--- config.mk ---
export PLATFORM = sky130hd
export DESIGN_NAME = ti_fetch_responder
export DESIGN_NICKNAME = d
export VERILOG_FILES = /design/src/rtl/ti_fetch_responder_pkg.sv /design/src/rtl/ti_fetch_assembler.sv /design/src/rtl/ti_fetch_responder.sv
export SDC_FILE = /design/constraint.sdc
export NUM_CORES = 1
export LEC_CHECK = 0
export BUFFER_PORTS_ARGS = -buffer_cell sky130_fd_sc_hd__buf_2
export CAP_MARGIN = 15
export CORE_MARGIN = 8
export CORE_UTILIZATION = 49
export CTS_BUF_LIST = sky130_fd_sc_hd__clkbuf_8
export CTS_CLUSTER_DIAMETER = 50
export DETAILED_ROUTE_END_ITERATION = 8
export PLACE_DENSITY_LB_ADDON = 0.25
export SLEW_MARGIN = 10
export SYNTH_ARGS = -nofsm -noshare
export SYNTH_HDL_FRONTEND = slang
export SYNTH_HIERARCHICAL = 1
export SYNTH_SLANG_ARGS = --single-unit
--- constraint.sdc ---
create_clock -name clk -period 15.2 [get_ports clk]
set_input_delay 1.52 -clock clk [delete_from_list [all_inputs] [get_ports clk]]
set_output_delay 1.52 -clock clk [all_outputs]
set_load 0.01 [all_outputs]
--- src/rtl/ti_fetch_responder_pkg.sv ---
// Shared T&I fetch definitions: widths, fetch sizes, FSM state type and request record.
package VX_ti_pkg;

  localparam int ADDR_WIDTH      = 32;
  localparam int WORD_BYTES      = 4;
  localparam int MAX_BYTES       = 48;
  localparam int MAX_OUTSTANDING = 4;

  localparam int NUM_WORDS = MAX_BYTES / WORD_BYTES;
  localparam int TAG_W     = $clog2(NUM_WORDS);
  localparam int SIZE_W    = $clog2(MAX_BYTES + 1);
  localparam int OFF_W     = $clog2(WORD_BYTES);
  localparam int WORD_BITS = WORD_BYTES * 8;

  localparam int BVH_NODE_BYTES  = 32;
  localparam int TRI_INDEX_BYTES = 4;
  localparam int TRI_NODE_BYTES  = 48;

  typedef enum logic [1:0] {
    FETCH_IDLE,
    FETCH_ISSUE,
    FETCH_DONE
  } fetch_state_t;

  typedef struct packed {
    logic [ADDR_WIDTH-1:0] addr;
    logic [SIZE_W-1:0]     size;
  } ti_fetch_req_t;

  // Number of memory words needed to cover nbytes (nbytes is already clamped).
  function automatic logic [SIZE_W-1:0] words_for(input logic [SIZE_W-1:0] nbytes);
    logic [SIZE_W:0] padded;
    padded = {1'b0, nbytes} + (SIZE_W + 1)'(WORD_BYTES - 1);
    return SIZE_W'(padded >> OFF_W);
  endfunction

endpackage

--- src/rtl/ti_fetch_assembler.sv ---
// Reassembles tagged, possibly out-of-order response words into the wide fetch buffer.
module ti_fetch_assembler
  import VX_ti_pkg::*;
(
  input  logic                   clk,
  input  logic                   reset,
  input  logic                   clear,
  input  logic                   active,
  input  logic [SIZE_W-1:0]      nwords,
  input  logic [SIZE_W-1:0]      size,
  input  logic                   rsp_valid,
  input  logic [TAG_W-1:0]       rsp_tag,
  input  logic [WORD_BITS-1:0]   rsp_data,
  output logic                   accept,
  output logic [SIZE_W-1:0]      received,
  output logic [MAX_BYTES*8-1:0] data
);

  logic [NUM_WORDS-1:0]                mask_reg;
  logic [NUM_WORDS-1:0]                word_sel;
  logic [MAX_BYTES-1:0]                byte_keep;
  logic [SIZE_W-1:0]                   received_reg;
  logic [NUM_WORDS-1:0][WORD_BITS-1:0] data_reg;
  logic [NUM_WORDS-1:0][WORD_BITS-1:0] word_in;
  logic                                tag_in_range;

  // One-hot word select from the tag, and a keep flag for every byte inside the clamped size.
  generate
    for (genvar gi = 0; gi < NUM_WORDS; gi++) begin : g_word
      assign word_sel[gi] = (rsp_tag == TAG_W'(gi));
      for (genvar bi = 0; bi < WORD_BYTES; bi++) begin : g_byte
        assign byte_keep[gi*WORD_BYTES+bi] = (SIZE_W'(gi*WORD_BYTES+bi) < size);
      end
    end
  endgenerate

  assign tag_in_range = (SIZE_W'(rsp_tag) < nwords);
  // Duplicates and tags past the fetch length are silently dropped.
  assign accept       = active && rsp_valid && tag_in_range && ((word_sel & mask_reg) == '0);
  assign received     = received_reg;
  assign data         = data_reg;

  // Zero the bytes of the tail word that lie beyond the requested length.
  always_comb begin
    word_in = '0;
    for (int w = 0; w < NUM_WORDS; w++) begin
      for (int b = 0; b < WORD_BYTES; b++) begin
        word_in[w][b*8 +: 8] = byte_keep[w*WORD_BYTES+b] ? rsp_data[b*8 +: 8] : 8'h00;
      end
    end
  end

  // Track which words have arrived and how many.
  always_ff @(posedge clk or posedge reset) begin
    if (reset) begin
      mask_reg     <= '0;
      received_reg <= '0;
    end else if (clear) begin
      mask_reg     <= '0;
      received_reg <= '0;
    end else if (accept) begin
      mask_reg     <= mask_reg | word_sel;
      received_reg <= received_reg + SIZE_W'(1);
    end
  end

  // Store accepted words; the buffer then holds until the next fetch starts.
  always_ff @(posedge clk or posedge reset) begin
    if (reset) begin
      data_reg <= '0;
    end else if (clear) begin
      data_reg <= '0;
    end else if (accept) begin
      for (int w = 0; w < NUM_WORDS; w++) begin
        if (word_sel[w]) data_reg[w] <= word_in[w];
      end
    end
  end

endmodule

--- src/rtl/ti_fetch_responder.sv ---
// T&I fetch responder: splits a fetch into word reads, limits reads in flight, signals completion.
module ti_fetch_responder
  import VX_ti_pkg::*;
(
  input  logic                   clk,
  input  logic                   reset,
  input  logic                   start,
  input  logic [ADDR_WIDTH-1:0]  mem_addr,
  input  logic [SIZE_W-1:0]      mem_size,
  output logic                   ready_out,
  output logic                   valid_out,
  output logic                   err_out,
  output logic [MAX_BYTES*8-1:0] mem_data,
  output logic                   mem_req_valid,
  input  logic                   mem_req_ready,
  output logic [ADDR_WIDTH-1:0]  mem_req_addr,
  output logic [TAG_W-1:0]       mem_req_tag,
  input  logic                   mem_rsp_valid,
  input  logic [WORD_BITS-1:0]   mem_rsp_data,
  input  logic [TAG_W-1:0]       mem_rsp_tag,
  output logic                   mem_rsp_ready
);

  fetch_state_t      state_reg, state_next;
  ti_fetch_req_t     req_reg;
  logic [SIZE_W-1:0] nwords_reg;
  logic [SIZE_W-1:0] issued_reg;
  logic              err_reg;

  logic              accept_start;
  logic [SIZE_W-1:0] clamped_size;
  logic [SIZE_W-1:0] start_nwords;
  logic [SIZE_W-1:0] in_flight;
  logic [SIZE_W-1:0] received;
  logic              rsp_accept;

  assign accept_start = (state_reg == FETCH_IDLE) && start;
  assign clamped_size = (mem_size > SIZE_W'(MAX_BYTES)) ? SIZE_W'(MAX_BYTES) : mem_size;
  assign start_nwords = words_for(clamped_size);
  assign in_flight    = issued_reg - received;

  // Request stays up once raised: in_flight can only shrink while it waits for ready.
  assign mem_req_valid = (state_reg == FETCH_ISSUE) && (issued_reg < nwords_reg) &&
                         (in_flight < SIZE_W'(MAX_OUTSTANDING));
  assign mem_req_addr  = req_reg.addr + (ADDR_WIDTH'(issued_reg) << OFF_W);
  assign mem_req_tag   = TAG_W'(issued_reg);
  assign mem_rsp_ready = 1'b1;

  assign ready_out = (state_reg == FETCH_IDLE);
  assign valid_out = (state_reg == FETCH_DONE);
  assign err_out   = (state_reg == FETCH_DONE) && err_reg;

  ti_fetch_assembler u_assembler (
    .clk       (clk),
    .reset     (reset),
    .clear     (accept_start),
    .active    (state_reg == FETCH_ISSUE),
    .nwords    (nwords_reg),
    .size      (req_reg.size),
    .rsp_valid (mem_rsp_valid),
    .rsp_tag   (mem_rsp_tag),
    .rsp_data  (mem_rsp_data),
    .accept    (rsp_accept),
    .received  (received),
    .data      (mem_data)
  );

  // FSM state register.
  always_ff @(posedge clk or posedge reset) begin
    if (reset) state_reg <= FETCH_IDLE;
    else       state_reg <= state_next;
  end

  // Next state: leave ISSUE in the cycle the last outstanding word arrives.
  always_comb begin
    state_next = state_reg;
    case (state_reg)
      FETCH_IDLE:  if (start) state_next = (start_nwords == '0) ? FETCH_DONE : FETCH_ISSUE;
      FETCH_ISSUE: if (received + SIZE_W'(rsp_accept) == nwords_reg) state_next = FETCH_DONE;
      FETCH_DONE:  state_next = FETCH_IDLE;
      default:     state_next = FETCH_IDLE;
    endcase
  end

  // Latch the request on start and count issued reads.
  always_ff @(posedge clk or posedge reset) begin
    if (reset) begin
      req_reg    <= '0;
      nwords_reg <= '0;
      err_reg    <= 1'b0;
      issued_reg <= '0;
    end else if (accept_start) begin
      req_reg.addr <= {mem_addr[ADDR_WIDTH-1:OFF_W], OFF_W'(0)};
      req_reg.size <= clamped_size;
      nwords_reg   <= start_nwords;
      err_reg      <= (mem_size > SIZE_W'(MAX_BYTES)) || (mem_addr[OFF_W-1:0] != '0);
      issued_reg   <= '0;
    end else if (mem_req_valid && mem_req_ready) begin
      issued_reg <= issued_reg + SIZE_W'(1);
    end
  end

endmodule

==> impl_metrics.ini <==
[timing]
fmax_mhz = 205
skew_ps = 31.4
timing_hold_violations_final = 0
setup_ws_ps = 10310
drv_slew = 0
rsz0062_at_grt = no
max_slew.worst_pin.slew_ps = 1220
setup_viol = 0
setup-tns-final_ps = 0
period_share_pct = 32.2
layout_min_cycle_time_ps = 4890
max-slew-margin-rel_pct = 18.6

[clock_network]
ctsHoldBuffers = 0
clock-root-buffer = clkbuf_8
postCtsResizedCells = 0
clock_latency_ps = 660
htree_levels = 3
cts_buffers = 78
cts_max_path_buffers = 3
clkTransAtPathRegs_ps = 60
tritoncts = built
clock-sinks = 452
postCtsSetupRepairBufs = 0

[placement]
io_buffer_count = 500
place_inst = 3278
place_area_um2 = 24700
gp_congestion = 0.894
dp_hpwl_um = 57600
pre_cts_slack_ps = 9780

[run]
timing.max_cap.violations = 0

[pwr]
p_per_area_nw_per_um2 = 162
p_comb_share_pct = 36.4
seqPwrFrac_pct = 36.7
power.total_uw = 4270
switchingPower_uw = 1780
clock_power_share_pct = 26.9
p_leak_uw = 0.0127
peakVddDrop_v = 0.000131
p_int_uw = 2480
p_sw_share_pct = 41.8

[synth]
synth_adder_area_share_pct = 1.27
synth_top_flop_cell = dfrtp_1
synth_top_family_by_area = simple AND/OR/NAND/NOR gates
synthCells = 2390
synth-simple-area-share_pct = 20.5
ys_top_cells_by_area = dfrtp_1 (51%), a21oi_1 (7.6%), o21ai_0 (5.5%)
synth-seq-cells = 452
synth.area.mux_share_pct = 2.28
syn_area_um2 = 22200
synth_top_area_share_pct = 50.9
synth-compound-area-share_pct = 18.2
synth_cell_types = 83
postSynthAreaPerCell_um2 = 9.30
synth_edf_count = 0
seq_area_frac_synth_pct = 50.9
yosysWarningCount = 6
synth_top_area_cell = dfrtp_1
synth_xor_area_share_pct = 1.38
synth-async-reset-ratio_pct = 100

[critical_path]
critPathLaunchType = input port
critPathMaxFanout = 123
critPathKind = in2reg
required_ps = 15760
critPathTopFamily = buffers and inverters
cpMaxStageDelayCell = buf_4
max_stage_delay_ps = 1000
crit_buf_inv = 3
cp-end-kind = flop
worstPathCellList = buf_2 -> nand2b_1 -> o32a_1 -> o211ai_4 -> buf_4 -> buf_4 -> nor2_1 -> o21ai_0
cp_common_cell = buf_4
critical_path_arrival_ps = 5450

[floorplanning]
die_x_um = 229
io_pins = 504
start_util_pct = 49.3
dieArea_um2 = 52400
core_area_um2 = 45100
dieHeight_um = 229
rows = 78

[routing]
initialDrtViolationCount = 3349
routed_wl_um = 89900
vias = 21300
drc = 0
viasPerCell = 6.24
first_pass_iters = 6
wl_per_cell_um = 26.3
ant_nets = 0

[grt]
grt_max_degree = 212
grt_pass1_wl_um = 133000
antenna_found_initial = 5
grt_pass1_vias = 20500
overflow = 0
track_usage_pct = 32.7

[layout]
drive_above_1_share_pct = 24.4
layout.cells.non_filler = 3423
largest_reg_flops = 384
syn2layout_area_growth_pct = 18.7
design_area_um2 = 26400
layout.nets = 2862

[outcome]
outcome = finished, final reports clean

[hold_path]
hp-class = reg2reg
==> through the flow <==
step                utilization (%)  hold slack, ps
CTS                            58.3             493
finish                         58.5             498
global route                   58.5             512
detailed placement             54.8             478
floorplan                         -             444
global placement               54.8             466
==> layout make-up <==
cell class                      count  area, µm²
Tap cell                          600        751
Clock inverter                     39        250
Antenna cell                        5       12.5
Clock buffer                       98       1350
Multi-Input combinational cell   1664       9770
Sequential cell                   452      11300
Timing Repair Buffer              532       2800
Fill cell                        4060      18700
Inverter                           33        139
==> path summary, 6_finish.rpt <==
path                                    endpoint      startpoint  slack, ps  cells past startpoint
hold / removal                       req_reg[11]     req_reg[11]        500                      2
setup / recovery           u_assembler/data[352]  mem_rsp_tag[3]      10310                      8
min in group asynchronous   u_assembler/data[95]           reset       1030                      2
setup reg to reg           u_assembler/data[352]   nwords_reg[3]      11020                      8
hold reg to reg                      req_reg[11]     req_reg[11]        500                      2
max in group asynchronous  u_assembler/data[138]           reset      11990                      4
==> worst min-delay path: stages (launching register included) <==
cell	delay (ps)
dfrtp_1	350
nand2_1	50
nand2_1	60
==> cell families after synthesis <==
family | after synthesis
AND/OR/NAND/NOR | 842
AO/OA/AOI/OAI | 711
flip-flops | 452
buffers and inverters | 276
multiplexers | 50
XOR/XNOR | 35
adder cells (fa/ha/maj) | 22
other | 2
==> metal layers <==
| layer | share of wire [%] | track usage [%] | vias to the layer above | wire length, µm |
|---|---|---|---|---|
| li1 | - | - | 9295 | - |
| met2 | 47 | 50.4 | 1305 | 41800 |
| met3 | 10 | 8.53 | 206 | 9140 |
| met5 | 0.011 | 0 | - | 10 |
| met1 | 39 | 43.4 | 10500 | 35200 |
| met4 | 4.0 | 13.7 | 2 | 3620 |
==> cells in the mapped netlist (4+ instances only) <==
cell type	instances
a2111oi_4	5
a21boi_1	4
a21o_1	5
a21oi_1	338
a22o_1	6
a31oi_1	5
and2_1	9
and3_1	13
buf_1	5
buf_2	38
buf_4	13
buf_6	12
clkbuf_1	174
dfrtp_1	452
ha_1	21
inv_1	31
mux2i_1	48
nand2_1	268
nand2b_1	84
nand3_1	109
nand3b_1	17
nand4_1	184
nand4b_1	49
nor2_1	44
nor2b_1	28
nor3_1	7
o2111ai_1	4
o21a_1	10
o21ai_0	243
o21ai_1	35
o21bai_1	6
o31ai_1	4
o32ai_1	9
or4_1	5
xnor2_1	21
xor2_1	14
==> power groups by stage <==
stage | logic (µW) | clock network (µW) | registers (µW)
2_1_floorplan | 972 | 0 | 1560
3_5_place_dp | 1520 | 0 | 1580
6_report | 1550 | 1150 | 1570
4_1_cts | 1520 | 1160 | 1560
5_1_grt | 1670 | 1210 | 1580
3_3_place_gp | 1490 | 0 | 1570
==> layout by cell type, fill, tap and decap left out, types with 54 or more instances in the layout <==
cell      synthesis  final
buf_2            38    500
dfrtp_1         452    452
a21oi_1         338    338
nand2_1         268    268
o21ai_0         243    243
nand4_1         184    184
nand3_1         109    109
clkbuf_8          0     98
nand2b_1         84     84
inv_1            31     54
No activity file was read; power rests on OpenSTA's default activity.
